<file path="src/rtl/ram_writer_pkg.sv">
// Shared types and constants for the RAM test-pattern writer.
//   state_e    : sequencer states (IDLE, SETUP, WRITE, GAP, ADVANCE)
//   MODE_*     : pattern mode encodings on i_mode (3 aliases ramp)
package ram_writer_pkg;

  typedef enum logic [2:0] {
    IDLE    = 3'd0,
    SETUP   = 3'd1,
    WRITE   = 3'd2,
    GAP     = 3'd3,
    ADVANCE = 3'd4
  } state_e;

  localparam logic [1:0] MODE_RAMP  = 2'd0;
  localparam logic [1:0] MODE_CONST = 2'd1;
  localparam logic [1:0] MODE_CHECK = 2'd2;

  // Phase counter width able to hold (max_cycles - 1)
  function automatic int unsigned phase_width(input int unsigned max_cyc);
    return $clog2(max_cyc) + 1;
  endfunction

endpackage

</file>
<file path="src/rtl/ram_pattern_writer_if.sv">
// Control + RAM write bus of the pattern writer.
//   master : the writer (samples i_* control, drives o_* RAM/status)
//   slave  : the sequencer/RAM side
interface ram_pattern_writer_if #(
  parameter int unsigned LANES  = 4,
  parameter int unsigned LANE_W = 16,
  parameter int unsigned ADDR_W = 14
);
  localparam int unsigned DATA_W = LANES * LANE_W;
  localparam int unsigned BE_W   = DATA_W / 8;

  logic                i_start;
  logic                i_stop;
  logic                i_continuous;
  logic [1:0]          i_mode;
  logic [LANE_W-1:0]   i_seed;
  logic [ADDR_W-1:0]   i_base_addr;
  logic [ADDR_W:0]     i_count;
  logic [DATA_W-1:0]   o_data;
  logic [ADDR_W-1:0]   o_address;
  logic [BE_W-1:0]     o_byteen;
  logic                o_wbit;
  logic                o_busy;
  logic                o_done;

  modport master (
    input  i_start, i_stop, i_continuous, i_mode, i_seed, i_base_addr, i_count,
    output o_data, o_address, o_byteen, o_wbit, o_busy, o_done
  );

  modport slave (
    output i_start, i_stop, i_continuous, i_mode, i_seed, i_base_addr, i_count,
    input  o_data, o_address, o_byteen, o_wbit, o_busy, o_done
  );

endinterface

</file>
<file path="src/rtl/ram_pattern_gen.sv">
// Lane pattern generator: LANES registered lanes, loaded from a seed and
// stepped once per written word according to the latched mode.
//   i_clk, i_rst_n : clock, async active-low reset
//   load           : capture seed/mode (word 0)
//   step           : advance to the next word
//   mode, seed     : pattern selection and lane-0 seed (used on load)
//   word           : packed lanes, lane 0 in the MSBs (flop outputs)
module ram_pattern_gen
  import ram_writer_pkg::*;
#(
  parameter int unsigned LANES  = 4,
  parameter int unsigned LANE_W = 16
) (
  input  logic                    i_clk,
  input  logic                    i_rst_n,
  input  logic                    load,
  input  logic                    step,
  input  logic [1:0]              mode,
  input  logic [LANE_W-1:0]       seed,
  output logic [LANES*LANE_W-1:0] word
);

  logic [1:0]        mode_q;
  logic [LANE_W-1:0] lane_q [LANES];

  // Lane registers; mode is captured with the seed so stepping follows the run
  always_ff @(posedge i_clk or negedge i_rst_n) begin
    if (!i_rst_n) begin
      mode_q <= MODE_RAMP;
      for (int k = 0; k < LANES; k++) lane_q[k] <= '0;
    end else if (load) begin
      mode_q <= mode;
      for (int k = 0; k < LANES; k++) begin
        if (mode == MODE_CONST || mode == MODE_CHECK) lane_q[k] <= seed;
        else                                          lane_q[k] <= seed + LANE_W'(k);
      end
    end else if (step) begin
      for (int k = 0; k < LANES; k++) begin
        case (mode_q)
          MODE_CONST: lane_q[k] <= lane_q[k];
          MODE_CHECK: lane_q[k] <= ~lane_q[k];
          default:    lane_q[k] <= lane_q[k] + LANE_W'(LANES);
        endcase
      end
    end
  end

  // Pack lanes, lane 0 at the top
  always_comb begin
    word = '0;
    for (int k = 0; k < LANES; k++) begin
      word[(LANES-1-k)*LANE_W +: LANE_W] = lane_q[k];
    end
  end

endmodule

</file>
<file path="src/rtl/ram_pattern_writer.sv">
// RAM test-pattern writer: walks an address window writing one pattern word
// per address with a SETUP / WRITE (strobe) / GAP / ADVANCE sequence.
//   i_clk, i_rst_n : clock, async active-low reset
//   bus (master)   : i_start/i_stop/i_continuous/i_mode/i_seed/i_base_addr/i_count
//                    control in; o_data/o_address/o_byteen/o_wbit RAM write bus
//                    and o_busy/o_done status out (all registered)
module ram_pattern_writer
  import ram_writer_pkg::*;
#(
  parameter int unsigned LANES     = 4,
  parameter int unsigned LANE_W    = 16,
  parameter int unsigned ADDR_W    = 14,
  parameter int unsigned DEPTH     = 2048,
  parameter int unsigned SETUP_CYC = 5,
  parameter int unsigned HOLD_CYC  = 5,
  parameter int unsigned GAP_CYC   = 5
) (
  input  logic               i_clk,
  input  logic               i_rst_n,
  ram_pattern_writer_if.master bus
);

  localparam int unsigned CNT_W  = ADDR_W + 1;
  localparam int unsigned BE_W   = LANES * LANE_W / 8;
  localparam int unsigned PH_MAX = (SETUP_CYC > HOLD_CYC)
                                   ? ((SETUP_CYC > GAP_CYC) ? SETUP_CYC : GAP_CYC)
                                   : ((HOLD_CYC  > GAP_CYC) ? HOLD_CYC  : GAP_CYC);
  localparam int unsigned PH_W   = phase_width(PH_MAX);

  state_e            state_q, state_n;
  logic [PH_W-1:0]   phase_q;
  logic [CNT_W-1:0]  idx_q;
  logic [CNT_W-1:0]  count_q;
  logic [ADDR_W-1:0] addr_q;
  logic [ADDR_W-1:0] base_q;
  logic              cont_q;

  logic [BE_W-1:0]   byteen_q;
  logic              wbit_q;
  logic              busy_q;
  logic              done_q;

  logic              start_c;
  logic              adv_c;
  logic              done_c;
  logic              rewind_c;
  logic              phase_end_c;
  logic [PH_W-1:0]   phase_lim_c;
  logic [CNT_W-1:0]  idx_inc_c;
  logic [ADDR_W-1:0] addr_inc_c;

  // State register
  always_ff @(posedge i_clk or negedge i_rst_n) begin
    if (!i_rst_n) state_q <= IDLE;
    else          state_q <= state_n;
  end

  // Next-state and per-cycle control strobes
  always_comb begin
    state_n     = state_q;
    start_c     = 1'b0;
    adv_c       = 1'b0;
    done_c      = 1'b0;
    rewind_c    = 1'b0;
    phase_lim_c = '0;
    idx_inc_c   = idx_q + CNT_W'(1);
    addr_inc_c  = (addr_q == ADDR_W'(DEPTH - 1)) ? '0 : addr_q + ADDR_W'(1);

    case (state_q)
      SETUP:   phase_lim_c = PH_W'(SETUP_CYC - 1);
      WRITE:   phase_lim_c = PH_W'(HOLD_CYC - 1);
      GAP:     phase_lim_c = PH_W'(GAP_CYC - 1);
      default: phase_lim_c = '0;
    endcase
    phase_end_c = (phase_q == phase_lim_c);

    case (state_q)
      IDLE: begin
        if (bus.i_start) begin
          start_c = 1'b1;
          state_n = SETUP;
        end
      end
      SETUP:   if (phase_end_c) state_n = WRITE;
      WRITE:   if (phase_end_c) state_n = GAP;
      GAP:     if (phase_end_c) state_n = ADVANCE;
      ADVANCE: begin
        adv_c = 1'b1;
        if (bus.i_stop) begin
          done_c  = 1'b1;
          state_n = IDLE;
        end else if (idx_inc_c == count_q) begin
          done_c = 1'b1;
          if (cont_q) begin
            rewind_c = 1'b1;
            state_n  = SETUP;
          end else begin
            state_n = IDLE;
          end
        end else begin
          state_n = SETUP;
        end
      end
      default: state_n = IDLE;
    endcase
  end

  // Phase, window counters, run configuration and registered outputs
  always_ff @(posedge i_clk or negedge i_rst_n) begin
    if (!i_rst_n) begin
      phase_q  <= '0;
      idx_q    <= '0;
      count_q  <= '0;
      addr_q   <= '0;
      base_q   <= '0;
      cont_q   <= 1'b0;
      byteen_q <= '0;
      wbit_q   <= 1'b0;
      busy_q   <= 1'b0;
      done_q   <= 1'b0;
    end else begin
      // Phase restarts on every state change
      phase_q <= (state_n == state_q && state_q != IDLE) ? phase_q + PH_W'(1) : '0;

      if (start_c) begin
        base_q  <= bus.i_base_addr;
        count_q <= (bus.i_count == '0) ? CNT_W'(DEPTH) : bus.i_count;
        cont_q  <= bus.i_continuous;
        addr_q  <= bus.i_base_addr;
        idx_q   <= '0;
      end else if (adv_c) begin
        if (rewind_c) begin
          addr_q <= base_q;
          idx_q  <= '0;
        end else begin
          addr_q <= addr_inc_c;
          idx_q  <= idx_inc_c;
        end
      end

      byteen_q <= (state_n != IDLE) ? '1 : '0;
      wbit_q   <= (state_n == WRITE);
      busy_q   <= (state_n != IDLE);
      done_q   <= done_c;
    end
  end

  ram_pattern_gen #(
    .LANES  (LANES),
    .LANE_W (LANE_W)
  ) u_gen (
    .i_clk   (i_clk),
    .i_rst_n (i_rst_n),
    .load    (start_c),
    .step    (adv_c),
    .mode    (bus.i_mode),
    .seed    (bus.i_seed),
    .word    (bus.o_data)
  );

  assign bus.o_address = addr_q;
  assign bus.o_byteen  = byteen_q;
  assign bus.o_wbit    = wbit_q;
  assign bus.o_busy    = busy_q;
  assign bus.o_done    = done_q;

endmodule

</file>
<file path="src/flat_wrapper.sv">
// flat-port wrapper written by rule: the top's interface ports become plain ports
module ram_pattern_writer_flat import ram_writer_pkg::*;
#(
  parameter int unsigned LANES     = 4,
  parameter int unsigned LANE_W    = 16,
  parameter int unsigned ADDR_W    = 14,
  parameter int unsigned DEPTH     = 2048,
  parameter int unsigned SETUP_CYC = 5,
  parameter int unsigned HOLD_CYC  = 5,
  parameter int unsigned GAP_CYC   = 5
)
  (i_clk, i_rst_n, bus_i_start, bus_i_stop, bus_i_continuous, bus_i_mode, bus_i_seed, bus_i_base_addr, bus_i_count, bus_o_data, bus_o_address, bus_o_byteen, bus_o_wbit, bus_o_busy, bus_o_done);
  ram_pattern_writer_if #(.LANES(LANES), .LANE_W(LANE_W), .ADDR_W(ADDR_W)) bus_i ();
  input  logic i_clk;
  input  logic i_rst_n;
  input wire logic [$bits(bus_i.i_start)-1:0] bus_i_start;
  input wire logic [$bits(bus_i.i_stop)-1:0] bus_i_stop;
  input wire logic [$bits(bus_i.i_continuous)-1:0] bus_i_continuous;
  input wire logic [$bits(bus_i.i_mode)-1:0] bus_i_mode;
  input wire logic [$bits(bus_i.i_seed)-1:0] bus_i_seed;
  input wire logic [$bits(bus_i.i_base_addr)-1:0] bus_i_base_addr;
  input wire logic [$bits(bus_i.i_count)-1:0] bus_i_count;
  output wire logic [$bits(bus_i.o_data)-1:0] bus_o_data;
  output wire logic [$bits(bus_i.o_address)-1:0] bus_o_address;
  output wire logic [$bits(bus_i.o_byteen)-1:0] bus_o_byteen;
  output wire logic [$bits(bus_i.o_wbit)-1:0] bus_o_wbit;
  output wire logic [$bits(bus_i.o_busy)-1:0] bus_o_busy;
  output wire logic [$bits(bus_i.o_done)-1:0] bus_o_done;
  assign bus_i.i_start = bus_i_start;
  assign bus_i.i_stop = bus_i_stop;
  assign bus_i.i_continuous = bus_i_continuous;
  assign bus_i.i_mode = bus_i_mode;
  assign bus_i.i_seed = bus_i_seed;
  assign bus_i.i_base_addr = bus_i_base_addr;
  assign bus_i.i_count = bus_i_count;
  assign bus_o_data = bus_i.o_data;
  assign bus_o_address = bus_i.o_address;
  assign bus_o_byteen = bus_i.o_byteen;
  assign bus_o_wbit = bus_i.o_wbit;
  assign bus_o_busy = bus_i.o_busy;
  assign bus_o_done = bus_i.o_done;
  ram_pattern_writer #(.LANES(LANES), .LANE_W(LANE_W), .ADDR_W(ADDR_W), .DEPTH(DEPTH), .SETUP_CYC(SETUP_CYC), .HOLD_CYC(HOLD_CYC), .GAP_CYC(GAP_CYC)) u_core (.i_clk(i_clk), .i_rst_n(i_rst_n), .bus(bus_i));
endmodule
</file>
<file path="config.mk">
export PLATFORM = sky130hd
export DESIGN_NAME = ram_pattern_writer_flat
export DESIGN_NICKNAME = d
export VERILOG_FILES = /design/src/rtl/ram_writer_pkg.sv /design/src/rtl/ram_pattern_writer_if.sv /design/src/rtl/ram_pattern_gen.sv /design/src/rtl/ram_pattern_writer.sv /design/src/flat_wrapper.sv
export SDC_FILE = /design/constraint.sdc
export NUM_CORES = 1
export LEC_CHECK = 0
export CAP_MARGIN = 20
export CORE_UTILIZATION = 45
export CTS_CLUSTER_DIAMETER = 120
export DETAILED_ROUTE_END_ITERATION = 8
export GPL_ROUTABILITY_DRIVEN = 0
export GPL_TIMING_DRIVEN = 0
export HOLD_SLACK_MARGIN = 0.08
export PLACE_DENSITY = 0.71
export SLEW_MARGIN = 0
export SYNTH_ARGS = -nofsm -noshare
export SYNTH_HDL_FRONTEND = slang
export SYNTH_SLANG_ARGS = --single-unit
</file>
<file path="constraint.sdc">
create_clock -name i_clk -period 2.9 [get_ports i_clk]
set_input_delay 0.29 -clock i_clk [delete_from_list [all_inputs] [get_ports i_clk]]
set_output_delay 0.29 -clock i_clk [all_outputs]
set_load 0.005 [all_outputs]
</file>
==> results of run 1 <==
==> critical path, delay by kind of cell (launching register included) <==
family | cells | cell delay (ns)
and+or+nand+nor | 4 | 0.78
AOI/OAI and AO/OA | 4 | 0.74
DFF | 1 | 0.45
buffers and inverters | 2 | 0.38
adders and majority gates | 1 | 0.27
==> logic make-up after synthesis <==
| logic type | share of synthesized area, % |
|---|---|
| AO/OA/AOI/OAI | 20.5 |
| XOR/XNOR | 8.49 |
| adder cells (fa/ha/maj) | 1.76 |
| buffers and inverters | 4.96 |
| flip-flops | 39.5 |
| multiplexers | 1.65 |
| AND/OR/NAND/NOR | 23.1 |
==> power breakdown <==
part	switching (mW)	leakage (nW)	internal (mW)
logic	2.36	2.70	2.24
clock network	0.863	0.261	1.22
registers	0.983	1.66	2.67
total	4.20	4.62	6.13
==> cells in the final DEF, fill, tap and decap left out, drive strengths merged, types with 5 or more instances in the layout <==
| master | netlist | final |
|---|---|---|
| nand4 | 10 | 10 |
| a21oi | 90 | 90 |
| a22oi | 19 | 19 |
| clkdlybuf4s50 | 0 | 128 |
| buf | 22 | 24 |
| a21o | 7 | 7 |
| nor2 | 97 | 97 |
| o211ai | 13 | 13 |
| o21ai | 98 | 98 |
| nor3 | 16 | 16 |
| or2 | 6 | 6 |
| nand2 | 194 | 194 |
| and3 | 26 | 26 |
| xnor2 | 42 | 42 |
| a31oi | 17 | 17 |
| inv | 16 | 17 |
| clkinvlp | 0 | 5 |
| nor4 | 6 | 6 |
| mux2i | 13 | 13 |
| clkbuf | 58 | 79 |
| or3 | 10 | 10 |
| dfrtp | 135 | 135 |
| xor2 | 40 | 40 |
| nor2b | 6 | 6 |
| o22ai | 25 | 25 |
| nand3 | 42 | 42 |
| ha | 12 | 12 |
==> Yosys cell counts (4+ instances only) <==
library cell	n	area, um^2
a21o_1	7	52.6
a21oi_1	90	450
a22o_1	4	35.0
a22oi_1	19	143
a31oi_1	17	106
and3_1	25	156
and4_1	4	35.0
buf_2	6	30.0
buf_4	12	90.1
clkbuf_1	58	218
dfrtp_1	135	3380
ha_1	12	150
inv_1	16	60.1
mux2i_1	13	130
nand2_1	194	728
nand2b_1	4	25.0
nand3_1	41	205
nand4_1	8	50.1
nor2_1	96	360
nor2b_1	6	37.5
nor3_1	15	75.1
nor4_1	4	25.0
o211ai_1	13	97.6
o21ai_0	90	450
o21ai_1	8	40.0
o22ai_1	25	156
o311ai_1	4	35.0
or2_2	5	31.3
or3_1	10	62.6
xnor2_1	41	359
xor2_1	40	350
==> sequential cells by signal (all words and copies together), names as in the netlist <==
| register | cells |
|---|---|
| u_core.state_q | 3 |
| u_core.bus.o_address | 14 |
| u_core.u_gen.word | 64 |
| u_core.phase_q | 4 |
| u_core.cont_q | 1 |
| u_core.bus.o_byteen | 1 |
| u_core.count_q | 15 |
| u_core.base_q | 14 |
| u_core.idx_q | 15 |
| u_core.bus.o_wbit | 1 |
| u_core.bus.o_done | 1 |
| u_core.u_gen.mode_q | 2 |
==> metrics by stage <==
stage	setup TNS, ns	setup WS (ns)	util [%]	hold slack [ns]
6_report	0	0.155	57.8	0.375
5_1_grt	0	0.00508	57.8	0.392
4_1_cts	0	0.00192	57.7	0.361
3_5_place_dp	-10.76	-0.454	54.6	0.292
3_3_place_gp	-588.46	-4.11	54.3	0.456
2_1_floorplan	0	0.528	-	-0.00559
==> layer usage <==
layer / up-vias / wire length [um] / part of all wire, % / global-route usage (%)
met3: 83 / 2450 / 8.6 / 6.23
met5: - / 0 / 0 / 0
met2: 481 / 13300 / 47 / 47.6
li1: 4004 / - / - / -
met1: 4219 / 11700 / 41 / 38.0
met4: 0 / 897 / 3.2 / 11.5
==> final timing paths <==
kind                            cells past startpoint                 endpoint               from
worst min-delay path                                3    u_core.u_gen.word[53]      bus_i_seed[5]
max in group asynchronous                           3    u_core.u_gen.word[18]            i_rst_n
worst max register to register                     11          u_core.idx_q[9]    u_core.idx_q[0]
worst min register to register                      2        u_core.base_q[11]  u_core.base_q[11]
min in group asynchronous                           2  u_core.bus.o_address[8]            i_rst_n
worst max-delay path                               11          u_core.idx_q[9]    u_core.idx_q[0]
==> repair_timing <==
action,in CTS,in global routing
endpoints found under the setup margin,30,68
hold buffers,1,0
hold endpoints to repair,53,0
gates resized for setup,2,12
==> layout make-up <==
| class | instances | area (um^2) |
|---|---|---|
| fillers | 1700 | 7870 |
| flip-flops and latches | 135 | 3380 |
| multi-input cells | 832 | 4770 |
| inverters | 16 | 60.1 |
| clock buffers | 21 | 460 |
| clock inverters | 11 | 100 |
| well taps | 234 | 293 |
| plain buffers | 80 | 370 |
| repair buffers | 132 | 1340 |
==> impl_metrics.xml, run 1 <==
<?xml version="1.0" encoding="UTF-8"?>
<metrics>
  <group name="setup_path">
    <metric name="timing.critical_path.arrival" unit="ns">3.05</metric>
    <metric name="timing.critical_path.to_type" unit="">flip-flop</metric>
    <metric name="slowest_delay" unit="ns">0.45</metric>
    <metric name="r2r_slack" unit="ns">0.16</metric>
    <metric name="critPathKind" unit="">reg2reg</metric>
    <metric name="timing.critical_path.cells" unit="">ha_2 &gt; and4_1 &gt; buf_4 &gt; nand4_4 &gt; o2bb2ai_1 &gt; nor3_2 &gt; nand4b_4 &gt; o21a_1 &gt; buf_4 &gt; a21oi_1 &gt; a21oi_1</metric>
    <metric name="critPathMaxFanout" unit="">10</metric>
    <metric name="worst_setup_path_start_kind" unit="">flip-flop</metric>
    <metric name="worstPathRequired" unit="ns">3.20</metric>
    <metric name="crit_slowest_cell" unit="">dfrtp_1</metric>
  </group>
  <group name="drt">
    <metric name="route.detailed.vias_per_inst" unit="">6.01</metric>
    <metric name="drc" unit="">1</metric>
    <metric name="detailedRoute.firstPassIterationCount" unit="">7</metric>
    <metric name="first_iter_violations" unit="">761</metric>
    <metric name="drt_wl_total" unit="um">28400</metric>
    <metric name="detailroute.via_count" unit="">8787</metric>
    <metric name="routedWlPerCell" unit="um">19.4</metric>
    <metric name="final_antenna_net_count" unit="">0</metric>
  </group>
  <group name="global_route">
    <metric name="gr_usage_total" unit="%">29.3</metric>
    <metric name="grt_pass1_vias" unit="">8123</metric>
    <metric name="maximum_number_of_pins_on_one_net_before_global_route_repair" unit="">83</metric>
    <metric name="gr-total-overflow" unit="">0</metric>
    <metric name="grt_antenna_before_repair" unit="">0</metric>
    <metric name="grt_pass1_wl" unit="um">44500</metric>
  </group>
  <group name="timing">
    <metric name="timing.fmax" unit="MHz">364</metric>
    <metric name="finalHoldViolCount" unit="">0</metric>
    <metric name="final.setup_skew" unit="ns">0.00863</metric>
    <metric name="slew_violations" unit="">0</metric>
    <metric name="period_minus_slack" unit="ns">2.74</metric>
    <metric name="setup_viol" unit="">0</metric>
    <metric name="layout_worst_path_cycle_share" unit="%">94.6</metric>
    <metric name="slew_worst_pin" unit="ns">0.818</metric>
    <metric name="max_slew_margin" unit="%">45.0</metric>
    <metric name="setup_repair_after_global_routing_missed_its_margin" unit="">no</metric>
  </group>
  <group name="logic_synthesis">
    <metric name="yosysWarningCount" unit="">0</metric>
    <metric name="synth_nets" unit="">1127</metric>
    <metric name="synthesized_netlist_cell_count" unit="">1063</metric>
    <metric name="synth_seq_cells" unit="">135</metric>
    <metric name="synth_top_flop_cell" unit="">dfrtp_1</metric>
    <metric name="synth_seq_area_share" unit="%">39.5</metric>
    <metric name="synth_enable_flop_cells" unit="">0</metric>
    <metric name="syn-cell-area" unit="um^2">8550</metric>
    <metric name="yosysUniqueCellTypes" unit="">63</metric>
    <metric name="async_s_r_ff_share_synth" unit="%">100</metric>
    <metric name="synth_area_per_cell" unit="um^2">8.04</metric>
  </group>
  <group name="cts">
    <metric name="cts_made_buffers" unit="">17</metric>
    <metric name="clk_root_buffer_cell" unit="">clkbuf_16</metric>
    <metric name="cts_tree" unit="">yes</metric>
    <metric name="clk_pin_slew" unit="ns">0.06</metric>
    <metric name="max-clock-path-buffers" unit="">2</metric>
    <metric name="clock_tree.htree_level_count" unit="">4</metric>
    <metric name="latest_clock_arrival_within_the_worst_skew_pair" unit="ns">0.43</metric>
    <metric name="post-cts-setup-buffer-count" unit="">0</metric>
    <metric name="cts_sinks" unit="">135</metric>
  </group>
  <group name="run">
    <metric name="max_cap_violation_count" unit="">0</metric>
  </group>
  <group name="status">
    <metric name="failed_checks" unit="">DRC</metric>
    <metric name="result_of_the_run" unit="">finished with violations</metric>
  </group>
  <group name="pwr">
    <metric name="power_density" unit="nW/um^2">959</metric>
    <metric name="vdd_drop_max" unit="V">0.000471</metric>
    <metric name="power" unit="mW">10.3</metric>
    <metric name="p_leak" unit="nW">4.62</metric>
  </group>
  <group name="floorplan">
    <metric name="ioPinCount" unit="">141</metric>
    <metric name="placement_rows" unit="">50</metric>
    <metric name="chipWidth" unit="um">140</metric>
    <metric name="dieArea" unit="um^2">19600</metric>
    <metric name="dieHeight" unit="um">140</metric>
    <metric name="floorplan.initialDensity" unit="%">45.9</metric>
    <metric name="core" unit="um^2">18600</metric>
  </group>
  <group name="place">
    <metric name="placement.cell_area" unit="um^2">10200</metric>
    <metric name="port_buffers" unit="">129</metric>
    <metric name="place_hpwl" unit="um">20000</metric>
    <metric name="placedCellCount" unit="">1428</metric>
  </group>
  <group name="hold_path">
    <metric name="worst_hold_path_type" unit="">in2reg</metric>
  </group>
  <group name="cells_and_area">
    <metric name="final_cell_count_no_fill" unit="">1461</metric>
    <metric name="final_layout_size_suffix_gt1_share" unit="%">6.60</metric>
    <metric name="insertedDiodeCount" unit="">0</metric>
    <metric name="postLayoutCellArea" unit="um^2">10800</metric>
    <metric name="final_nets" unit="">1278</metric>
    <metric name="area_growth" unit="%">26.0</metric>
  </group>
</metrics>
No activity file was read; power rests on OpenSTA's default activity.
==> run 2: changes to the inputs <==
--- a/config.mk
+++ b/config.mk
@@ -5,6 +5,7 @@
 export SDC_FILE = /design/constraint.sdc
 export NUM_CORES = 1
 export LEC_CHECK = 0
+export ABC_CLOCK_PERIOD_IN_PS = 2900
 export CAP_MARGIN = 20
 export CORE_UTILIZATION = 45
 export CTS_CLUSTER_DIAMETER = 120
==> results of run 2 <==
Same layout as run 1: the final DEF is identical, and so are final timing and power.
